==> config.mk <==
export PLATFORM = sky130hd
export DESIGN_NAME = cla_seq_adder_ctrl_flat
export DESIGN_NICKNAME = d
export VERILOG_FILES = /design/src/rtl/cla_seq_adder_ctrl_pkg.sv /design/src/rtl/cla_seq_adder_ctrl_if.sv /design/src/rtl/cla_seq_adder_ctrl_slice.sv /design/src/rtl/cla_seq_adder_ctrl.sv /design/src/flat_wrapper.sv
export SDC_FILE = /design/constraint.sdc
export NUM_CORES = 1
export LEC_CHECK = 0
export BUFFER_PORTS_ARGS = -buffer_cell sky130_fd_sc_hd__clkbuf_2
export CAP_MARGIN = 20
export CORE_AREA = 5 5 119 144
export CTS_BUF_LIST = sky130_fd_sc_hd__clkbuf_4 sky130_fd_sc_hd__clkbuf_8
export CTS_CLUSTER_DIAMETER = 50
export DETAILED_ROUTE_END_ITERATION = 8
export DIE_AREA = 0 0 124 149
export PLACE_DENSITY = 0.67
export SYNTH_ARGS = -nofsm -noshare
export SYNTH_HDL_FRONTEND = slang
export SYNTH_HIERARCHICAL = 1
export SYNTH_SLANG_ARGS = --single-unit
==> constraint.sdc <==
create_clock -name clk -period 3.4 [get_ports clk]
set_input_delay 0.34 -clock clk [delete_from_list [all_inputs] [get_ports clk]]
set_output_delay 0.34 -clock clk [all_outputs]
set_load 0.01 [all_outputs]
==> src/rtl/cla_seq_adder_ctrl_pkg.sv <==
// Shared definitions for the sequential carry-lookahead adder controller.
// Slice width, FSM state encodings and a slice-count helper.
package cla_seq_adder_ctrl_pkg;

    localparam int SLICE_W = 4;

    typedef enum logic [1:0] {
        ST_IDLE = 2'd0,
        ST_EXEC = 2'd1,
        ST_DONE = 2'd2
    } state_t;

    function automatic int nslice(input int width);
        return width / SLICE_W;
    endfunction

    function automatic int cnt_bits(input int n);
        return (n > 1) ? $clog2(n) : 1;
    endfunction

endpackage

==> src/rtl/cla_seq_adder_ctrl_if.sv <==
// Start/done handshake and operand/result bus between the ALU control FSM
// and the sequential adder controller.
interface cla_seq_adder_ctrl_if #(
    parameter int WIDTH = 32
);

    logic             i_start;
    logic             i_sub;
    logic [WIDTH-1:0] i_a;
    logic [WIDTH-1:0] i_b;
    logic             i_ci;

    logic             o_busy;
    logic             o_done;
    logic [WIDTH-1:0] o_s;
    logic             o_co;
    logic             o_ov;

    modport master (
        output i_start,
        output i_sub,
        output i_a,
        output i_b,
        output i_ci,
        input  o_busy,
        input  o_done,
        input  o_s,
        input  o_co,
        input  o_ov
    );

    modport slave (
        input  i_start,
        input  i_sub,
        input  i_a,
        input  i_b,
        input  i_ci,
        output o_busy,
        output o_done,
        output o_s,
        output o_co,
        output o_ov
    );

endinterface

==> src/rtl/cla_seq_adder_ctrl_slice.sv <==
// 4-bit carry-lookahead slice from gate primitives.
// Exposes the carry into bit 3 so the caller can form signed overflow.
module cla4_slice
    import cla_seq_adder_ctrl_pkg::*;
(
    input  logic [SLICE_W-1:0] a,
    input  logic [SLICE_W-1:0] b,
    input  logic               ci,
    output logic [SLICE_W-1:0] s,
    output logic               c3,
    output logic               co
);

    wire [3:0] p;
    wire [3:0] g;
    wire [3:0] c;
    wire       t10;
    wire       t20, t21;
    wire       t30, t31, t32;
    wire       t40, t41, t42, t43;

    genvar i;
    generate
        for (i = 0; i < 4; i++) begin : g_pg
            xor u_p (p[i], a[i], b[i]);
            and u_g (g[i], a[i], b[i]);
            xor u_s (s[i], p[i], c[i]);
        end
    endgenerate

    assign c[0] = ci;

    and u_t10 (t10, p[0], ci);
    or  u_c1  (c[1], g[0], t10);

    and u_t20 (t20, p[1], g[0]);
    and u_t21 (t21, p[1], p[0], ci);
    or  u_c2  (c[2], g[1], t20, t21);

    and u_t30 (t30, p[2], g[1]);
    and u_t31 (t31, p[2], p[1], g[0]);
    and u_t32 (t32, p[2], p[1], p[0], ci);
    or  u_c3  (c[3], g[2], t30, t31, t32);

    // Block carry-out is flattened, not rippled through c[3]
    and u_t40 (t40, p[3], g[2]);
    and u_t41 (t41, p[3], p[2], g[1]);
    and u_t42 (t42, p[3], p[2], p[1], g[0]);
    and u_t43 (t43, p[3], p[2], p[1], p[0], ci);
    or  u_co  (co, g[3], t40, t41, t42, t43);

    assign c3 = c[3];

endmodule

==> src/rtl/cla_seq_adder_ctrl.sv <==
// Multi-cycle adder/subtractor: one 4-bit CLA slice reused over WIDTH/4
// cycles, LSB slice first, with a registered inter-slice carry.
module cla_seq_adder_ctrl
    import cla_seq_adder_ctrl_pkg::*;
#(
    parameter int WIDTH = 32
) (
    input  logic clk,
    input  logic reset_n,
    cla_seq_adder_ctrl_if.slave bus
);

    localparam int NSLICE = nslice(WIDTH);
    localparam int CW     = cnt_bits(NSLICE);

    state_t           state;
    state_t           state_nxt;
    logic [CW-1:0]    cnt;
    logic             carry;
    logic [WIDTH-1:0] opa;
    logic [WIDTH-1:0] opb;
    logic [WIDTH-1:0] work;
    logic [WIDTH-1:0] work_nxt;

    logic [WIDTH-1:0] s_q;
    logic             co_q;
    logic             ov_q;
    logic             done_q;

    logic             exec;
    logic             accept;
    logic             last;

    logic [SLICE_W-1:0] sl_a;
    logic [SLICE_W-1:0] sl_b;
    logic [SLICE_W-1:0] sl_s;
    logic               sl_c3;
    logic               sl_co;

    assign exec   = (state == ST_EXEC);
    assign accept = bus.i_start && !exec;
    assign last   = exec && (cnt == CW'(NSLICE - 1));

    assign sl_a = opa[int'(cnt)*SLICE_W +: SLICE_W];
    assign sl_b = opb[int'(cnt)*SLICE_W +: SLICE_W];

    cla4_slice u_slice (
        .a  (sl_a),
        .b  (sl_b),
        .ci (carry),
        .s  (sl_s),
        .c3 (sl_c3),
        .co (sl_co)
    );

    always_comb begin
        work_nxt = work;
        work_nxt[int'(cnt)*SLICE_W +: SLICE_W] = sl_s;
    end

    always_ff @(posedge clk or negedge reset_n) begin
        if (!reset_n) begin
            state <= ST_IDLE;
        end else begin
            state <= state_nxt;
        end
    end

    always_comb begin
        state_nxt = state;
        unique case (state)
            ST_IDLE: begin
                if (bus.i_start) state_nxt = ST_EXEC;
            end
            ST_EXEC: begin
                if (last) state_nxt = ST_DONE;
            end
            ST_DONE: begin
                state_nxt = bus.i_start ? ST_EXEC : ST_IDLE;
            end
            default: state_nxt = ST_IDLE;
        endcase
    end

    always_ff @(posedge clk or negedge reset_n) begin
        if (!reset_n) begin
            cnt    <= '0;
            carry  <= 1'b0;
            opa    <= '0;
            opb    <= '0;
            work   <= '0;
            s_q    <= '0;
            co_q   <= 1'b0;
            ov_q   <= 1'b0;
            done_q <= 1'b0;
        end else begin
            done_q <= 1'b0;
            if (accept) begin
                opa   <= bus.i_a;
                opb   <= bus.i_b ^ {WIDTH{bus.i_sub}};
                carry <= bus.i_sub ? 1'b1 : bus.i_ci;
                cnt   <= '0;
            end else if (exec) begin
                work  <= work_nxt;
                carry <= sl_co;
                if (last) begin
                    // Counter parks on the last slice; it is reloaded on accept
                    s_q    <= work_nxt;
                    co_q   <= sl_co;
                    ov_q   <= sl_c3 ^ sl_co;
                    done_q <= 1'b1;
                end else begin
                    cnt <= cnt + 1'b1;
                end
            end
        end
    end

    assign bus.o_busy = exec;
    assign bus.o_done = done_q;
    assign bus.o_s    = s_q;
    assign bus.o_co   = co_q;
    assign bus.o_ov   = ov_q;

endmodule

==> src/flat_wrapper.sv <==
// flat-port wrapper written by rule: the top's interface ports become plain ports
module cla_seq_adder_ctrl_flat import cla_seq_adder_ctrl_pkg::*;
#(
    parameter int WIDTH = 32
)
  (clk, reset_n, bus_i_start, bus_i_sub, bus_i_a, bus_i_b, bus_i_ci, bus_o_busy, bus_o_done, bus_o_s, bus_o_co, bus_o_ov);
  cla_seq_adder_ctrl_if #(.WIDTH(WIDTH)) bus_i ();
  input  logic clk;
  input  logic reset_n;
  input wire logic [$bits(bus_i.i_start)-1:0] bus_i_start;
  input wire logic [$bits(bus_i.i_sub)-1:0] bus_i_sub;
  input wire logic [$bits(bus_i.i_a)-1:0] bus_i_a;
  input wire logic [$bits(bus_i.i_b)-1:0] bus_i_b;
  input wire logic [$bits(bus_i.i_ci)-1:0] bus_i_ci;
  output wire logic [$bits(bus_i.o_busy)-1:0] bus_o_busy;
  output wire logic [$bits(bus_i.o_done)-1:0] bus_o_done;
  output wire logic [$bits(bus_i.o_s)-1:0] bus_o_s;
  output wire logic [$bits(bus_i.o_co)-1:0] bus_o_co;
  output wire logic [$bits(bus_i.o_ov)-1:0] bus_o_ov;
  assign bus_i.i_start = bus_i_start;
  assign bus_i.i_sub = bus_i_sub;
  assign bus_i.i_a = bus_i_a;
  assign bus_i.i_b = bus_i_b;
  assign bus_i.i_ci = bus_i_ci;
  assign bus_o_busy = bus_i.o_busy;
  assign bus_o_done = bus_i.o_done;
  assign bus_o_s = bus_i.o_s;
  assign bus_o_co = bus_i.o_co;
  assign bus_o_ov = bus_i.o_ov;
  cla_seq_adder_ctrl #(.WIDTH(WIDTH)) u_core (.clk(clk), .reset_n(reset_n), .bus(bus_i));
endmodule
# == Word-level counts from Yosys, hierarchy flattened ==
# Index checks and enable logic that the tools add are counted.
# word_totals
out_inout_bits,36
in_bits,69
elab_cells,74
register_bits,137
# op_classes
eq_ne,6
shifts,4
reduce_logical,18
bitwise_logic,20
addsub,2
n_mux,14
# op_table
op,n
32-bit by 6-bit variable part select with 4-bit output,2
5-bit negator with 33-bit output,1
4-bit by 33-bit variable shift with 32-bit output (first input constant),1
4-bit by 33-bit variable part select with 32-bit output,1
32-bit bitwise mux,1
32-bit bitwise XOR,1
3-bit AND reduction,4
3-bit two-way mux,3
1-bit bitwise XOR,9
1-bit AND,8
4-bit AND reduction,2
1-bit two-way mux,7
2-bit case mux with 3 select lines,1
2-bit AND reduction,3
5-bit AND reduction,1
5-bit OR reduction,1
2-bit two-way mux,2
2-bit inequality test (second input constant),2
4-bit OR reduction,1
3-bit by 1-bit adder with 3-bit output (second input constant),1
3-bit == test (second input constant),1
3-bit OR reduction,1
2-bit by 1-bit == test with 1-bit output (second input constant),1
2-bit == test (second input constant),1
7 further kinds,8

# == Depth between registers and ports, before layout ==
# logic_depth
ltp_word,7
ltp_mapped,14
ltp_nobuf,11

# == Hierarchy ==
# Netlist, hierarchy kept.
# by_module_without_submodules
module,cells_per_inst,area_each_um2,seq_area_each_um2,instances
cla_seq_adder_ctrl,576,6701.4,3428.3,1
cla4_slice,19,177.7,0.0,1

# == Worst setup path before layout ==
# No wires, ideal clock.
# synth_timing
path_type,register -> register
from,register u_core.cnt[0]
to,register u_core.work[23]
arrival_time_ns,3.084
synth_period_minus_slack_ns,3.211
t_required_ns,3.272
path_stages_with_launch,15
n_path_buf,3
setup_ns,0.128
setup_slack_ns,0.189
path_cell_list,dfrtp_1 -> buf_6 -> buf_4 -> mux4_2 -> nand2_1 -> nand2_1 -> ha_1 -> ha_1 -> o211ai_2 -> nand2_2 -> xor2_2 -> nor2b_1 -> clkbuf_1 -> and3_1 -> mux2_1
# synth_between
elab_chain_len,7
elab_cells_between_ends,26
cone_classes,add/sub (1); shift (4); mux (1); bitwise (15); reduce/logical (5)
# synth_lines
element,line_no,text
"start, declared",cla_seq_adder_ctrl.sv:18,logic [CW-1:0] cnt;
"start signal, assigned",cla_seq_adder_ctrl.sv:113,cnt <= cnt + 1'b1;
32-bit by 6-bit variable part select with 4-bit output *,cla_seq_adder_ctrl.sv:44,assign sl_a = opa[int'(cnt)*SLICE_W +: SLICE_W];
net u_core.sl_a[0],cla_seq_adder_ctrl.sv:34,logic [SLICE_W-1:0] sl_a;
1-bit bitwise XOR / 1-bit AND (equally long branches),"cla_seq_adder_ctrl_slice.sv:25, cla_seq_adder_ctrl_slice.sv:26",
4-bit AND reduction / 3-bit AND reduction (equally long branches),"cla_seq_adder_ctrl_slice.sv:42, cla_seq_adder_ctrl_slice.sv:41",
4-bit OR reduction *,cla_seq_adder_ctrl_slice.sv:43,"or u_c3 (c[3], g[2], t30, t31, t32);"
net u_core.sl_c3,cla_seq_adder_ctrl.sv:37,logic sl_c3;
1-bit bitwise XOR *,cla_seq_adder_ctrl_slice.sv:27,"xor u_s (s[i], p[i], c[i]);"
net u_core.sl_s[3],cla_seq_adder_ctrl.sv:36,logic [SLICE_W-1:0] sl_s;
4-bit by 33-bit variable part select with 32-bit output *,cla_seq_adder_ctrl.sv:58,work_nxt[int'(cnt)*SLICE_W +: SLICE_W] = sl_s;
32-bit bitwise mux *,cla_seq_adder_ctrl.sv:58,
"end signal, assigned",cla_seq_adder_ctrl.sv:104,work <= work_nxt;
"end, declared",cla_seq_adder_ctrl.sv:22,logic [WIDTH-1:0] work;
# Mark *: on every way through the listed nets, which the timed path passes. The rest lies on a longest branch.
# A chain may end at the register's enable or synchronous reset.

# == Final worst setup path ==
# layout_timing
from,register u_core.cnt[0]
to,register u_core.work[23]
# layout_between
elab_chain_len,7
elab_cells_between_ends,26
cone_classes,add/sub (1); shift (4); mux (1); bitwise (15); reduce/logical (5)
# layout_lines
element,line_no,text
32-bit by 6-bit variable part select with 4-bit output *,cla_seq_adder_ctrl.sv:44,
net u_core.sl_a[2],cla_seq_adder_ctrl.sv:34,
1-bit bitwise XOR,cla_seq_adder_ctrl_slice.sv:25,"xor u_p (p[i], a[i], b[i]);"
"4-bit AND reduction, or another cell as far along",cla_seq_adder_ctrl_slice.sv:42,"and u_t32 (t32, p[2], p[1], p[0], ci);"
4-bit OR reduction *,cla_seq_adder_ctrl_slice.sv:43,
net u_core.sl_c3,cla_seq_adder_ctrl.sv:37,
1-bit bitwise XOR *,cla_seq_adder_ctrl_slice.sv:27,
net u_core.sl_s[3],cla_seq_adder_ctrl.sv:36,
4-bit by 33-bit variable part select with 32-bit output *,cla_seq_adder_ctrl.sv:58,
32-bit bitwise mux *,cla_seq_adder_ctrl.sv:58,
# Marks and branches as above.

==> impl_metrics.json <==
{
  "status": "finished, final reports clean",
  "viasPerCell": 5.39,
  "core_area_um2": 15500,
  "antenna_found_initial": 0,
  "finalWeightedCongestion": 0.860,
  "synth_cell_types": 49,
  "tns_ns": 0,
  "vias": 4919,
  "drt_iter0_drc": 330,
  "drive_above_1_share_pct": 28.3,
  "cts_buffers": 17,
  "finalSetupViolations": 0,
  "dp.cells": 879,
  "die_x_um": 124,
  "synth_top_family_by_area": "multiplexers",
  "cts_setup_buffers": 0,
  "worst_slew_margin_rel_pct": 35.5,
  "synth_compound_area_share_pct": 12.6,
  "dpl.hpwl_mm": 11.4,
  "cts-root-buf": "clkbuf_8",
  "cp.arrival_ns": 3.52,
  "ys_warn_count": 6,
  "clock-sinks": 137,
  "io_pins": 105,
  "ant_nets": 0,
  "std_cell_rows": 50,
  "synth-seq-cells": 137,
  "layoutNonFillerInstCount": 912,
  "start_util_pct": 44.5,
  "ff_latch_area_um2": 3430,
  "cp.required_ns": 3.73,
  "nNetsFinal": 773,
  "cts_tree": "yes",
  "fill_cells": 1360,
  "skew_ns": 0.00935,
  "wl_per_cell_um": 17.3,
  "rsz0062_at_grt": "no",
  "grt_pass1_wl_mm": 25.7,
  "cp_max_fo": 19,
  "multi_input_area_um2": 3200,
  "tightest_slew_ns": 0.966,
  "drc": 0,
  "final_area_um2": 8030,
  "synthAdderAreaFrac_pct": 2.47,
  "htree_levels": 4,
  "worstSetupPathType": "reg -> reg",
  "p_leak_nw": 3.57,
  "grt-ovfl-total": 0,
  "hp-class": "in -> reg",
  "synth_area_per_cell_um2": 11.6,
  "drt-pass1-iter-count": 4,
  "synthMuxAreaShare_pct": 16.2,
  "grt_max_degree": 74,
  "antenna_cells": 0,
  "wl_mm": 15.8,
  "peakVddDrop_v": 0.000756,
  "synth-simple-area-share_pct": 10.5,
  "clkTransAtPathRegs_ns": 0.08,
  "netlist_instances": 595,
  "cp-start-kind": "register",
  "clk_path_buf_depth": 2,
  "synth_nets": 677,
  "placedInstanceArea_um2": 7610,
  "area_delta_synth_final_pct": 16.8,
  "max_clock_freq_mhz": 314,
  "p_per_area_nw_per_um2": 1100,
  "grt_pass1_vias": 5151,
  "die_h_um": 149,
  "fin_crit_sh_pct": 93.7,
  "cap_violations": 0,
  "die_area_um2": 18500,
  "synth_xor_area_share_pct": 4.69,
  "end_kind": "register",
  "ys_seq_area_share_pct": 49.8,
  "insertion_delay_ns": 0.46,
  "synth_area_um2": 6880,
  "period_needed_ns": 3.19,
  "io_buffers": 104,
  "hold_ws_ns": 0.0936,
  "grt_usage_pct": 17.9,
  "slew_violations": 0,
  "hold_violations": 0,
  "fin_util_pct": 52.0
}
==> power breakdown <==
| part | switching [mW] | internal (mW) | leakage (nW) |
|---|---|---|---|
| sequential | 0.477 | 2.40 | 1.69 |
| combinational | 2.59 | 2.07 | 1.68 |
| clock | 0.619 | 0.713 | 0.193 |
==> metrics by stage <==
step,setup slack (ns),power [mW]
after global routing,0.0707,9.50
final,0.215,8.86
after floorplan,0.189,6.05
after detailed placement,0.203,7.56
after global placement,0.270,7.39
after CTS,0.128,8.93
==> path summary, 6_finish.rpt <==
path	from	endpoint	slack, ns	cells after the start
max in group asynchronous	reset_n	u_core/opb[29]	2.16	3
min in group asynchronous	reset_n	u_core/work[4]	0.46	2
min	bus_i_a[19]	u_core/opa[19]	0.09	2
max reg2reg	u_core/cnt[0]	u_core/work[23]	0.21	12
max	u_core/cnt[0]	u_core/work[23]	0.21	12
min reg2reg	u_core/opa[25]	u_core/opa[25]	0.49	1
==> flip-flops by register name (all words and copies together) (netlist names) <==
| register | cells |
|---|---|
| u_core/bus.o_co | 1 |
| u_core/bus.o_done | 1 |
| u_core/bus.o_ov | 1 |
| u_core/bus.o_s | 32 |
| u_core/carry | 1 |
| u_core/cnt | 3 |
| u_core/opa | 32 |
| u_core/opb | 32 |
| u_core/state | 2 |
| u_core/work | 32 |
==> cell families (layout without fill, tap and decap cells) <==
logic type | Yosys count | count (layout)
simple gates | 128 | 128
buf+inv | 54 | 163
xor+xnor | 36 | 36
flops | 137 | 137
compound gates | 144 | 144
mux | 83 | 83
fa+ha+maj | 13 | 13
==> area by class of cell <==
cell class / count / area share (%)
Clock buffer: 21 / 3.52
Clock inverter: 11 / 1.51
Inverter: 9 / 0.421
Multi-Input combinational cell: 404 / 39.8
Sequential cell: 137 / 42.7
Tap cell: 208 / 3.24
Timing Repair Buffer: 122 / 8.74
==> worst max-delay path: stages, from the launching register on <==
cell	delay, ns
dfrtp_4	0.57
buf_12	0.21
mux4_2	0.50
nand2_1	0.08
nand2_1	0.06
ha_1	0.36
a21oi_2	0.16
nand2_2	0.10
xor2_2	0.17
nor2b_1	0.14
buf_4	0.17
and3_1	0.21
mux2_1	0.32
==> cells in the mapped netlist, drive strengths merged <==
cell type	count	area (um2)
dfrtp	137	3430
o21ai	85	425
mux2	67	754
nor2	40	153
nand2	35	134
xnor2	35	307
buf	27	151
a31oi	20	125
clkbuf	18	67.6
mux4	16	360
a21oi	15	78.8
a22oi	12	90.1
ha	12	150
nand3	10	60.1
inv	9	33.8
nor2b	7	43.8
and3	5	31.3
and4bb	5	62.6
nand2b	5	31.3
nand3b	4	30.0
nor3	4	40.0
o21a	3	22.5
o311ai	3	68.8
or2	3	18.8
a22o	2	17.5
and3b	2	17.5
and4b	2	20.0
nor4b	2	47.6
or4b	2	20.0
a21o	1	7.51
and4	1	8.76
fa	1	20.0
nor3b	1	7.51
o211a	1	10.0
o211ai	1	12.5
o22ai	1	6.26
xor2	1	16.3
==> cell usage in the layout (no fill, tap or decap), types with 3 or more instances in the layout <==
cell type,netlist,layout
dfrtp_1,137,136
clkbuf_2,0,103
o21ai_1,79,79
mux2_1,62,62
nor2_1,39,39
xnor2_1,35,35
nand2_1,34,34
clkbuf_8,0,20
a31oi_1,20,20
mux4_2,16,16
buf_4,6,14
a21oi_1,14,14
a22oi_1,12,12
ha_1,12,12
nand3_1,8,8
nor2b_1,7,7
o21ai_0,6,6
clkinvlp_4,0,5
inv_2,5,5
nand2b_1,5,5
and4bb_1,5,5
mux2_2,5,5
and3_1,5,5
nor3_2,4,4
nand3b_1,4,4
inv_1,4,4
clkinv_2,0,3
o21a_1,3,3
buf_12,0,3
==> what timing repair did <==
item / 4_1_cts / 5_1_grt
hold buffers: 1 / 0
endpoints found under the hold margin: 72 / 0
gates resized for setup: 0 / 1
endpoints found under the setup margin: 0 / 1
==> metal layers <==
metal  global-route usage (%)  part of all wire, %  vias to the layer above
met5                        0                    0                        -
met4                     6.08                  2.2                        0
met3                     4.44                  4.8                       28
met2                     30.9                   51                      144
met1                     21.7                   42                     2429
li1                         -                    -                     2318
No activity file was read; power rests on OpenSTA's default activity.
